`src/rtl/axil_client_bridge.sv`:
```
// AXI4-Lite slave that serialises one read or write at a time into a single-beat
// valid/ready downstream request and returns the buffered downstream response.
module axil_client_bridge #(
    parameter int axil_data_width_p = 32,
    parameter int axil_addr_width_p = 32,
    parameter int rsp_els_p         = 2
) (
    input  logic                           clk_i,
    input  logic                           rst_ni,
    input  logic [axil_addr_width_p-1:0]   s_axil_awaddr_i,
    input  logic [2:0]                     s_axil_awprot_i,
    input  logic                           s_axil_awvalid_i,
    output logic                           s_axil_awready_o,
    input  logic [axil_data_width_p-1:0]   s_axil_wdata_i,
    input  logic [axil_data_width_p/8-1:0] s_axil_wstrb_i,
    input  logic                           s_axil_wvalid_i,
    output logic                           s_axil_wready_o,
    output logic [1:0]                     s_axil_bresp_o,
    output logic                           s_axil_bvalid_o,
    input  logic                           s_axil_bready_i,
    input  logic [axil_addr_width_p-1:0]   s_axil_araddr_i,
    input  logic [2:0]                     s_axil_arprot_i,
    input  logic                           s_axil_arvalid_i,
    output logic                           s_axil_arready_o,
    output logic [axil_data_width_p-1:0]   s_axil_rdata_o,
    output logic [1:0]                     s_axil_rresp_o,
    output logic                           s_axil_rvalid_o,
    input  logic                           s_axil_rready_i,
    output logic                           v_o,
    input  logic                           ready_and_i,
    output logic [axil_addr_width_p-1:0]   addr_o,
    output logic                           wr_en_o,
    output logic [1:0]                     data_size_o,
    output logic [axil_data_width_p-1:0]   wdata_o,
    input  logic                           v_i,
    input  logic [axil_data_width_p-1:0]   rdata_i
);
    localparam int strb_w_lp = axil_data_width_p / 8;
    localparam int ptr_w_lp  = (rsp_els_p > 1) ? $clog2(rsp_els_p) : 1;
    localparam int cnt_w_lp  = $clog2(rsp_els_p + 1);
    localparam logic [1:0]             full_size_lp = 2'($clog2(strb_w_lp));
    localparam logic [strb_w_lp-1:0]   strb_one_lp  = strb_w_lp'(1);
    localparam logic [ptr_w_lp-1:0]    ptr_last_lp  = ptr_w_lp'(rsp_els_p - 1);
    localparam logic [cnt_w_lp-1:0]    cnt_full_lp  = cnt_w_lp'(rsp_els_p);
    localparam logic [cnt_w_lp-1:0]    cnt_one_lp   = cnt_w_lp'(1);

    typedef enum logic [1:0] {IDLE, REQ, WAIT, RESP} state_e;

    state_e                         state_q, state_d;
    logic [axil_addr_width_p-1:0]   addr_q, addr_d;
    logic                           wr_en_q, wr_en_d;
    logic [1:0]                     size_q, size_d;
    logic [axil_data_width_p-1:0]   wdata_q, wdata_d;
    logic                           outst_q, outst_d;
    logic [axil_data_width_p-1:0]   mem_q [rsp_els_p];
    logic [axil_data_width_p-1:0]   mem_d [rsp_els_p];
    logic [ptr_w_lp-1:0]            wr_ptr_q, wr_ptr_d, rd_ptr_q, rd_ptr_d;
    logic [cnt_w_lp-1:0]            cnt_q, cnt_d;

    logic wr_acc, rd_acc, push, pop, rsp_hs;
    logic unused_prot;

    // Non-contiguous strobes are not a legal narrow access, so they issue full width.
    function automatic logic [1:0] strb_to_size(input logic [strb_w_lp-1:0] strb);
        logic [strb_w_lp-1:0] fill;
        int unsigned ones;
        ones = 0;
        for (int i = 0; i < strb_w_lp; i++) begin
            if (strb[i]) ones++;
        end
        fill = (strb | (strb - strb_one_lp)) + strb_one_lp;
        if ((fill & strb) != '0) return full_size_lp;
        case (ones)
            1:       return 2'd0;
            2:       return 2'd1;
            4:       return 2'd2;
            8:       return 2'd3;
            default: return full_size_lp;
        endcase
    endfunction

    function automatic logic [ptr_w_lp-1:0] ptr_inc(input logic [ptr_w_lp-1:0] p);
        return (p == ptr_last_lp) ? '0 : p + ptr_w_lp'(1);
    endfunction

    assign unused_prot = ^{s_axil_awprot_i, s_axil_arprot_i};

    assign wr_acc = rst_ni && (state_q == IDLE) && s_axil_awvalid_i && s_axil_wvalid_i;
    assign rd_acc = rst_ni && (state_q == IDLE) && s_axil_arvalid_i
                    && !(s_axil_awvalid_i && s_axil_wvalid_i);

    assign s_axil_awready_o = wr_acc;
    assign s_axil_wready_o  = wr_acc;
    assign s_axil_arready_o = rd_acc;

    assign v_o         = (state_q == REQ);
    assign addr_o      = addr_q;
    assign wr_en_o     = wr_en_q;
    assign data_size_o = size_q;
    assign wdata_o     = wdata_q;

    assign s_axil_bvalid_o = (state_q == RESP) && wr_en_q;
    assign s_axil_rvalid_o = (state_q == RESP) && !wr_en_q;
    assign s_axil_bresp_o  = 2'b00;
    assign s_axil_rresp_o  = 2'b00;
    assign s_axil_rdata_o  = (cnt_q != '0) ? mem_q[rd_ptr_q] : '0;

    assign rsp_hs = (s_axil_bvalid_o && s_axil_bready_i) || (s_axil_rvalid_o && s_axil_rready_i);
    assign push   = v_i && (cnt_q != cnt_full_lp);
    assign pop    = rsp_hs;

    always_comb begin
        mem_d    = mem_q;
        wr_ptr_d = wr_ptr_q;
        rd_ptr_d = rd_ptr_q;
        cnt_d    = cnt_q;
        if (push) begin
            mem_d[wr_ptr_q] = rdata_i;
            wr_ptr_d        = ptr_inc(wr_ptr_q);
        end
        if (pop) rd_ptr_d = ptr_inc(rd_ptr_q);
        case ({push, pop})
            2'b10:   cnt_d = cnt_q + cnt_one_lp;
            2'b01:   cnt_d = cnt_q - cnt_one_lp;
            default: cnt_d = cnt_q;
        endcase
    end

    // Set on the request handshake, cleared on the response handshake; set dominates.
    always_comb begin
        outst_d = outst_q;
        if (pop) outst_d = 1'b0;
        if ((state_q == REQ) && ready_and_i) outst_d = 1'b1;
    end

    always_comb begin
        state_d = state_q;
        addr_d  = addr_q;
        wr_en_d = wr_en_q;
        size_d  = size_q;
        wdata_d = wdata_q;
        case (state_q)
            IDLE: begin
                if (wr_acc || rd_acc) begin
                    state_d = REQ;
                    addr_d  = wr_acc ? s_axil_awaddr_i : s_axil_araddr_i;
                    wr_en_d = wr_acc;
                    size_d  = wr_acc ? strb_to_size(s_axil_wstrb_i) : full_size_lp;
                    wdata_d = wr_acc ? s_axil_wdata_i : '0;
                end
            end
            // A response pushed in the grant cycle lets us skip WAIT entirely.
            REQ:     if (ready_and_i) state_d = (cnt_d != '0) ? RESP : WAIT;
            WAIT:    if (outst_q && (cnt_d != '0)) state_d = RESP;
            RESP:    if (rsp_hs) state_d = IDLE;
            default: state_d = IDLE;
        endcase
    end

    always_ff @(posedge clk_i or negedge rst_ni) begin
        if (!rst_ni) begin
            state_q  <= IDLE;
            addr_q   <= '0;
            wr_en_q  <= 1'b0;
            size_q   <= '0;
            wdata_q  <= '0;
            outst_q  <= 1'b0;
            wr_ptr_q <= '0;
            rd_ptr_q <= '0;
            cnt_q    <= '0;
        end else begin
            state_q  <= state_d;
            addr_q   <= addr_d;
            wr_en_q  <= wr_en_d;
            size_q   <= size_d;
            wdata_q  <= wdata_d;
            outst_q  <= outst_d;
            wr_ptr_q <= wr_ptr_d;
            rd_ptr_q <= rd_ptr_d;
            cnt_q    <= cnt_d;
        end
    end

    always_ff @(posedge clk_i) begin
        mem_q <= mem_d;
    end

endmodule

```
`config.mk`:
```
export PLATFORM = sky130hd
export DESIGN_NAME = axil_client_bridge
export DESIGN_NICKNAME = d
export VERILOG_FILES = /design/src/rtl/axil_client_bridge.sv
export SDC_FILE = /design/constraint.sdc
export NUM_CORES = 1
export LEC_CHECK = 0
export CORE_UTILIZATION = 40
export CTS_BUF_LIST = sky130_fd_sc_hd__clkbuf_16
export DETAILED_ROUTE_END_ITERATION = 6
export PLACE_DENSITY = 0.78
export SLEW_MARGIN = 10
export SYNTH_ARGS = -nofsm -noshare
export SYNTH_HDL_FRONTEND = slang
export SYNTH_SLANG_ARGS = --single-unit
```
`constraint.sdc`:
```
create_clock -name clk_i -period 3.05 [get_ports clk_i]
set_input_delay 0.61 -clock clk_i [delete_from_list [all_inputs] [get_ports clk_i]]
set_output_delay 0.61 -clock clk_i [all_outputs]
set_load 0.01 [all_outputs]
```
==> metrics.txt, run 1 <==
DRT Wirelength=15100 um; Initial Utilization=0.414; FILL cells=1045; Cell Int Power=5.88 mW; mapped cell area=5800 um2; Reg2Reg Setup Slack=0.56 ns; CTS tree=yes; RSZ-0062 raised after global routing=false; post-cts sizing count=0; Synth top area share=0.332; DRC violations left=0; sw frac=0.318; Avg WL per Cell=17.3 um; CTS Sinks=138; Vias=4382; flip-flop and latch area=3770 um2; Placed Instance Area=8430 um2; vias per cell=5.00; leading area contributor after synthesis=edfxtp_1; top_reg_cell synth=dfrtp_1; Critical R2R Capture=state_q[1]$_DFFE_PN0P_; final core occ=0.644; Worst EP arrival=2.13 ns; fmax=0.365 GHz; Reg power frac=0.352; total congestion overflow=0; crit path max fanout=5; largest net degree at the start of global routing=72; sequential-to-total area share from yosys stat=0.651; initial DRC count=265; Power Density=958 nW/um2; FF-to-FF Start=wr_en_o$_DFFE_PN0P_; Setup crit end kind=output port; slew margin rel.=0.213; Slew Limit Fails=0; leakage=3.82 nW; number of synthesized flops with an enable pin=64; CTS clk-pin slew, worst paths=0.06 ns; die area=15000 um2; Die W=122 um; diodes inserted=0; vias in the first global route=4579; worst ir drop on vdd=0.572 mV; first-pass GRT wire length=23500 um; dpl cells=844; required time of the critical path=2.44 ns; ANT nets after route=0; nets=839; Final Hold Viols=0; clock period minus worst slack=2.74 ns; Worst-Margin Slew=1.18 ns; cts bufs inserted=17; CP startpoint kind=flop; First-pass DRT Iterations=4; synth top area cells=edfxtp_1 33%, dfrtp_1 32%, mux2i_1 12%; cell area after layout=9000 um2; syn avg cell area=13.2 um2; layout cells sized above 1=0.0690; HPWL after DPL=11000 um; Hold Path Class=in -> async; I/O pins=256; status=complete, no violations; Core Area=14000 um2; Commonest cells post-synth=74 x dfrtp_1, 68 x mux2i_1, 64 x edfxtp_1; Seq cells post-synth=138; H-Tree Depth=4; setup TNS=0 ns; area of the multi-input gates=1860 um2; count leader, synth=dfrtp_1; Power Total=8.63 mW; combinational share of power=0.418; Max Cap Viol=0; post-synthesis async set-or-reset flop share=0.536; fin crit share=0.898; Hold Buf Count CTS=0; GRT Overall Usage=0.209; Rows=43; Area Growth Syn to Fin=55.4%; clock share of power=0.230; Mapped Cells=439; antenna violations before repair=0; clk_lat worst skew=0.41 ns; worst reg2reg path depth=8; Synthesis Warnings=0; final setup violating endpoints=0; Placer Congestion=0.794; Die Ht=122 um; critical path class=reg -> out; worst clock skew=0.00587 ns; CTS root buffer=clkbuf_16; postcts setup bufs=0; non-filler cells, final=876; net switching power figure=2.74 mW; Unique masters post-synth=36; IO Port Bufs=245; Max clock buf depth=2
## per-layer routing
metal | GRT usage | vias to the layer above | wire, um
met5 | 0 | - | 0
met3 | 0.0888 | 25 | 1460
met2 | 0.344 | 181 | 7470
met1 | 0.238 | 2122 | 5860
met4 | 0.0846 | 0 | 339
li1 | - | 2054 | -
## sequential cells by signal (all words and copies together) (netlist names)
name and count:
wr_en_o 1, rd_ptr_q 1, cnt_q 2, data_size_o 2, state_q 2, outst_q 1, mem_q 64, wr_ptr_q 1
addr_o 32, wdata_o 32
## worst max path at each step
stage | startpoint | end | cells past startpoint
after floorplan | v_i | mem_q[0]$_DFFE_PP_ | 2
after global placement | s_axil_bready_i | state_q[1]$_DFFE_PN0P_ | 9
after detailed placement | s_axil_bready_i | state_q[1]$_DFFE_PN0P_ | 9
after CTS | state_q[0]$_DFFE_PN0P_ | s_axil_wready_o | 5
after global routing | state_q[1]$_DFFE_PN0P_ | s_axil_awready_o | 5
final | state_q[0]$_DFFE_PN0P_ | s_axil_wready_o | 5
## worst max-delay path, cell delays in order, from the launching register on
cell and delay [ns]:
dfrtp_1 0.41, inv_1 0.12, ha_1 0.27, nand2_1 0.16, nor2_4 0.16, clkdlybuf4s50_1 0.60
## layout make-up
class | instances | area share
inverter | 10 | 0.00417
timing repair buffer | 254 | 0.281
multi-input combinational | 262 | 0.207
sequential | 138 | 0.419
tap | 180 | 0.0250
clock buffer | 17 | 0.0472
clock inverter | 15 | 0.0165
## per-stage QoR
step,worst slack (ns),hold slack (ns)
after floorplan,0.457,0.314
after global placement,0.157,0.450
after detailed placement,0.0799,0.453
after CTS,0.260,0.00960
after global routing,0.191,0.0128
final,0.310,0.0287
## power by group through the flow
stage | logic, mW | clock network [mW] | registers (mW)
final | 3.61 | 1.99 | 3.03
after global routing | 3.90 | 2.12 | 3.10
after CTS | 3.66 | 2.02 | 3.04
after detailed placement | 3.65 | 0 | 3.05
after global placement | 3.58 | 0 | 3.02
after floorplan | 1.46 | 0 | 3.19
## cells by family (layout without fill, tap and decap cells)
| family | after synthesis | count (layout) | share of synthesized area |
|---|---|---|---|
| adder cells (fa/ha/maj) | 9 | 9 | 0.0194 |
| flip-flops | 138 | 138 | 0.651 |
| buffers and inverters | 42 | 296 | 0.0341 |
| multiplexers | 69 | 69 | 0.119 |
| AO/OA/AOI/OAI | 81 | 81 | 0.0961 |
| other | 1 | 4 | 0.000647 |
| AND/OR/NAND/NOR | 90 | 90 | 0.0656 |
| XOR/XNOR | 9 | 9 | 0.0136 |
## cell usage in the layout (no fill, tap or decap), types with 2 or more instances in the layout
cell,Yosys,final
a21o_1,2,2
a21oi_1,4,4
a22o_1,33,33
a31oi_1,2,2
buf_4,5,9
bufinv_16,0,2
clkbuf_16,0,17
clkdlybuf4s50_1,0,244
clkinv_2,0,4
clkinvlp_4,0,4
conb_1,1,4
dfrtp_1,74,73
edfxtp_1,64,64
ha_1,9,9
inv_1,10,10
inv_6,0,3
mux2i_1,68,68
nand2_1,37,37
nor2_1,39,36
nor2_4,0,3
nor2b_1,2,2
nor4bb_1,2,2
o211ai_1,2,2
o21ai_0,34,34
xnor2_1,6,6
xor2_1,3,3
(Power assumes the default switching activity.)
==> run 2: changes to the inputs <==
--- a/config.mk
+++ b/config.mk
@@ -5,6 +5,7 @@
 export SDC_FILE = /design/constraint.sdc
 export NUM_CORES = 1
 export LEC_CHECK = 0
+export CAP_MARGIN = 10
 export CORE_UTILIZATION = 40
 export CTS_BUF_LIST = sky130_fd_sc_hd__clkbuf_16
 export DETAILED_ROUTE_END_ITERATION = 6
==> results of run 2 <==
Final layout, timing and power as in run 1 (identical DEF).
==> run 3: changes to the inputs <==
--- a/config.mk
+++ b/config.mk
@@ -5,11 +5,11 @@
 export SDC_FILE = /design/constraint.sdc
 export NUM_CORES = 1
 export LEC_CHECK = 0
-export CAP_MARGIN = 10
-export CORE_UTILIZATION = 40
+export CAP_MARGIN = 20
+export CORE_UTILIZATION = 42
 export CTS_BUF_LIST = sky130_fd_sc_hd__clkbuf_16
 export DETAILED_ROUTE_END_ITERATION = 6
-export PLACE_DENSITY = 0.78
+export PLACE_DENSITY = 0.81
 export SLEW_MARGIN = 10
 export SYNTH_ARGS = -nofsm -noshare
 export SYNTH_HDL_FRONTEND = slang
==> run 3 against run 2 <==
Compared with the run above: register-to-register slack better by 0.04 ns; via count grew 0.52%; cell area up 0.14%; sequential power about the same; largest power group unchanged.
==> metrics.txt, run 3 (synthesis results as in run 1) <==
status=complete, no violations; FILL cells=964 (-7.8%); CP startpoint kind=flop; GRT Overall Usage=0.225 (+0.0161); ANT nets after route=0 (unchanged); Final Hold Viols=0 (unchanged); final setup violating endpoints=0 (unchanged); area of the multi-input gates=1850 um2 (-0.54%); slew margin rel.=0.453 (+0.241); Core Area=13300 um2 (-4.6%); DRC violations left=0 (unchanged); Power Density=963 nW/um2 (+0.53%); crit path max fanout=5 (unchanged); cts bufs inserted=17 (unchanged); final core occ=0.676 (+0.0318); fin crit share=0.916 (+0.0174); Critical R2R Capture=state_q[1]$_DFFE_PN0P_; vias per cell=5.03 (+0.64%); Setup crit end kind=output port; Initial Utilization=0.434 (+0.0199); worst ir drop on vdd=0.538 mV (-5.9%); cell area after layout=9020 um2 (+0.14%); FF-to-FF Start=wr_en_o$_DFFE_PN0P_; nets=841 (+0.24%); Hold Path Class=in -> async; First-pass DRT Iterations=4 (unchanged); most frequent cells in the layout=244 x clkdlybuf4s50_1, 73 x dfrtp_1, 68 x mux2i_1, 64 x edfxtp_1, 37 x nand2_1; CTS clk-pin slew, worst paths=0.06 ns (about the same); CTS Sinks=138 (unchanged); CTS tree=yes; largest net degree at the start of global routing=65 (-9.7%); Worst-Margin Slew=0.820 ns (-0.361 ns); HPWL after DPL=11300 um (+3.0%); IO Port Bufs=245 (unchanged); required time of the critical path=2.44 ns (about the same); Placed Instance Area=8420 um2 (-0.15%); Worst EP arrival=2.18 ns (+0.05 ns); Max Cap Viol=0 (unchanged); setup TNS=0 ns (unchanged); post-cts sizing count=0 (unchanged); total congestion overflow=0 (unchanged); most common cell after layout, fill and taps aside=clkdlybuf4s50_1; max FFs per register=64 (unchanged); Slew Limit Fails=0 (unchanged); worst reg2reg path depth=8 (unchanged); Area Growth Syn to Fin=55.6%; Power Total=8.68 mW (+0.67%); worst clock skew=0.00725 ns (+0.00138 ns); H-Tree Depth=4 (unchanged); Reg2Reg Setup Slack=0.60 ns (+0.04 ns); Die Ht=119 um (-2.4%); initial DRC count=235 (-11%); Placer Congestion=0.812 (+2.2%); DRT Wirelength=15400 um (+1.9%); antenna violations before repair=1 (+1); vias in the first global route=4613 (+0.74%); Vias=4405 (+0.52%); layout cells sized above 1=0.0688 (-0.000198); postcts setup bufs=0 (unchanged); fmax=0.358 GHz (-1.9%); Hold Buf Count CTS=0 (unchanged); CTS root buffer=clkbuf_16; clk_lat worst skew=0.41 ns (about the same); Rows=42 (-2.3%); I/O pins=256 (unchanged); die area=14300 um2 (-4.7%); first-pass GRT wire length=24100 um (+2.6%); Avg WL per Cell=17.6 um (+2.0%); Die W=119 um (-2.4%); critical path class=reg -> out; Max clock buf depth=2 (unchanged); flip-flop and latch area=3770 um2 (unchanged); clock period minus worst slack=2.79 ns (+0.0529 ns); RSZ-0062 raised after global routing=false; largest register by flop count=mem_q; leakage=3.85 nW (+0.82%)
## run 3: stage by stage
step	setup WS (ns)	hold slack [ns]	std cells
6_report	0.257	0.0391	875
4_1_cts	0.206	0.0165	874
5_1_grt	0.0882	0.0297	875
3_5_place_dp	0.109	0.466	842
3_3_place_gp	0.160	0.461	842
2_1_floorplan	0.457	0.314	442
## run 3: worst max path at each step
| stage | from | end | slack [ns] |
|---|---|---|---|
| final | state_q[0]$_DFFE_PN0P_ | s_axil_awready_o | 0.26 |
| after global placement | s_axil_bready_i | state_q[1]$_DFFE_PN0P_ | 0.16 |
| after global routing | state_q[1]$_DFFE_PN0P_ | s_axil_awready_o | 0.09 |
| after CTS | state_q[0]$_DFFE_PN0P_ | s_axil_awready_o | 0.21 |
| after floorplan | v_i | mem_q[0]$_DFFE_PP_ | 0.46 |
| after detailed placement | s_axil_rready_i | state_q[1]$_DFFE_PN0P_ | 0.11 |
## run 3: where the power goes
part	leakage [nW]	total [mW]	internal [mW]	switching [mW]
registers	1.53	3.04	2.67	0.371
clock network	0.301	2.04	1.29	0.753
logic	2.03	3.60	2.00	1.61
total	3.85	8.68	5.95	2.73
## run 3: routing by layer
metal / GRT usage / part of all wire / vias to the layer above / wire [um]
li1: - / - / 2059 / -
met1: 0.258 / 0.38 / 2120 / 5920
met2: 0.359 / 0.49 / 203 / 7610
met3: 0.0963 / 0.098 / 23 / 1510
met4: 0.113 / 0.024 / 0 / 370
met5: 0 / 0 / - / 0
## run 3: cell type report
cell class / count / area share
multi-input cells: 262 / 0.205
clock buffers: 19 / 0.0527
diodes: 1 / 0.000278
flip-flops and latches: 138 / 0.419
clock inverters: 13 / 0.0135
inverters: 10 / 0.00416
repair buffers: 256 / 0.281
well taps: 176 / 0.0244
## run 3: critical path: stages, from the launching register on
cell,delay [ns]
dfrtp_1,0.41
inv_1,0.12
ha_1,0.26
nand2_1,0.16
nor2_4,0.23
clkdlybuf4s50_1,0.59
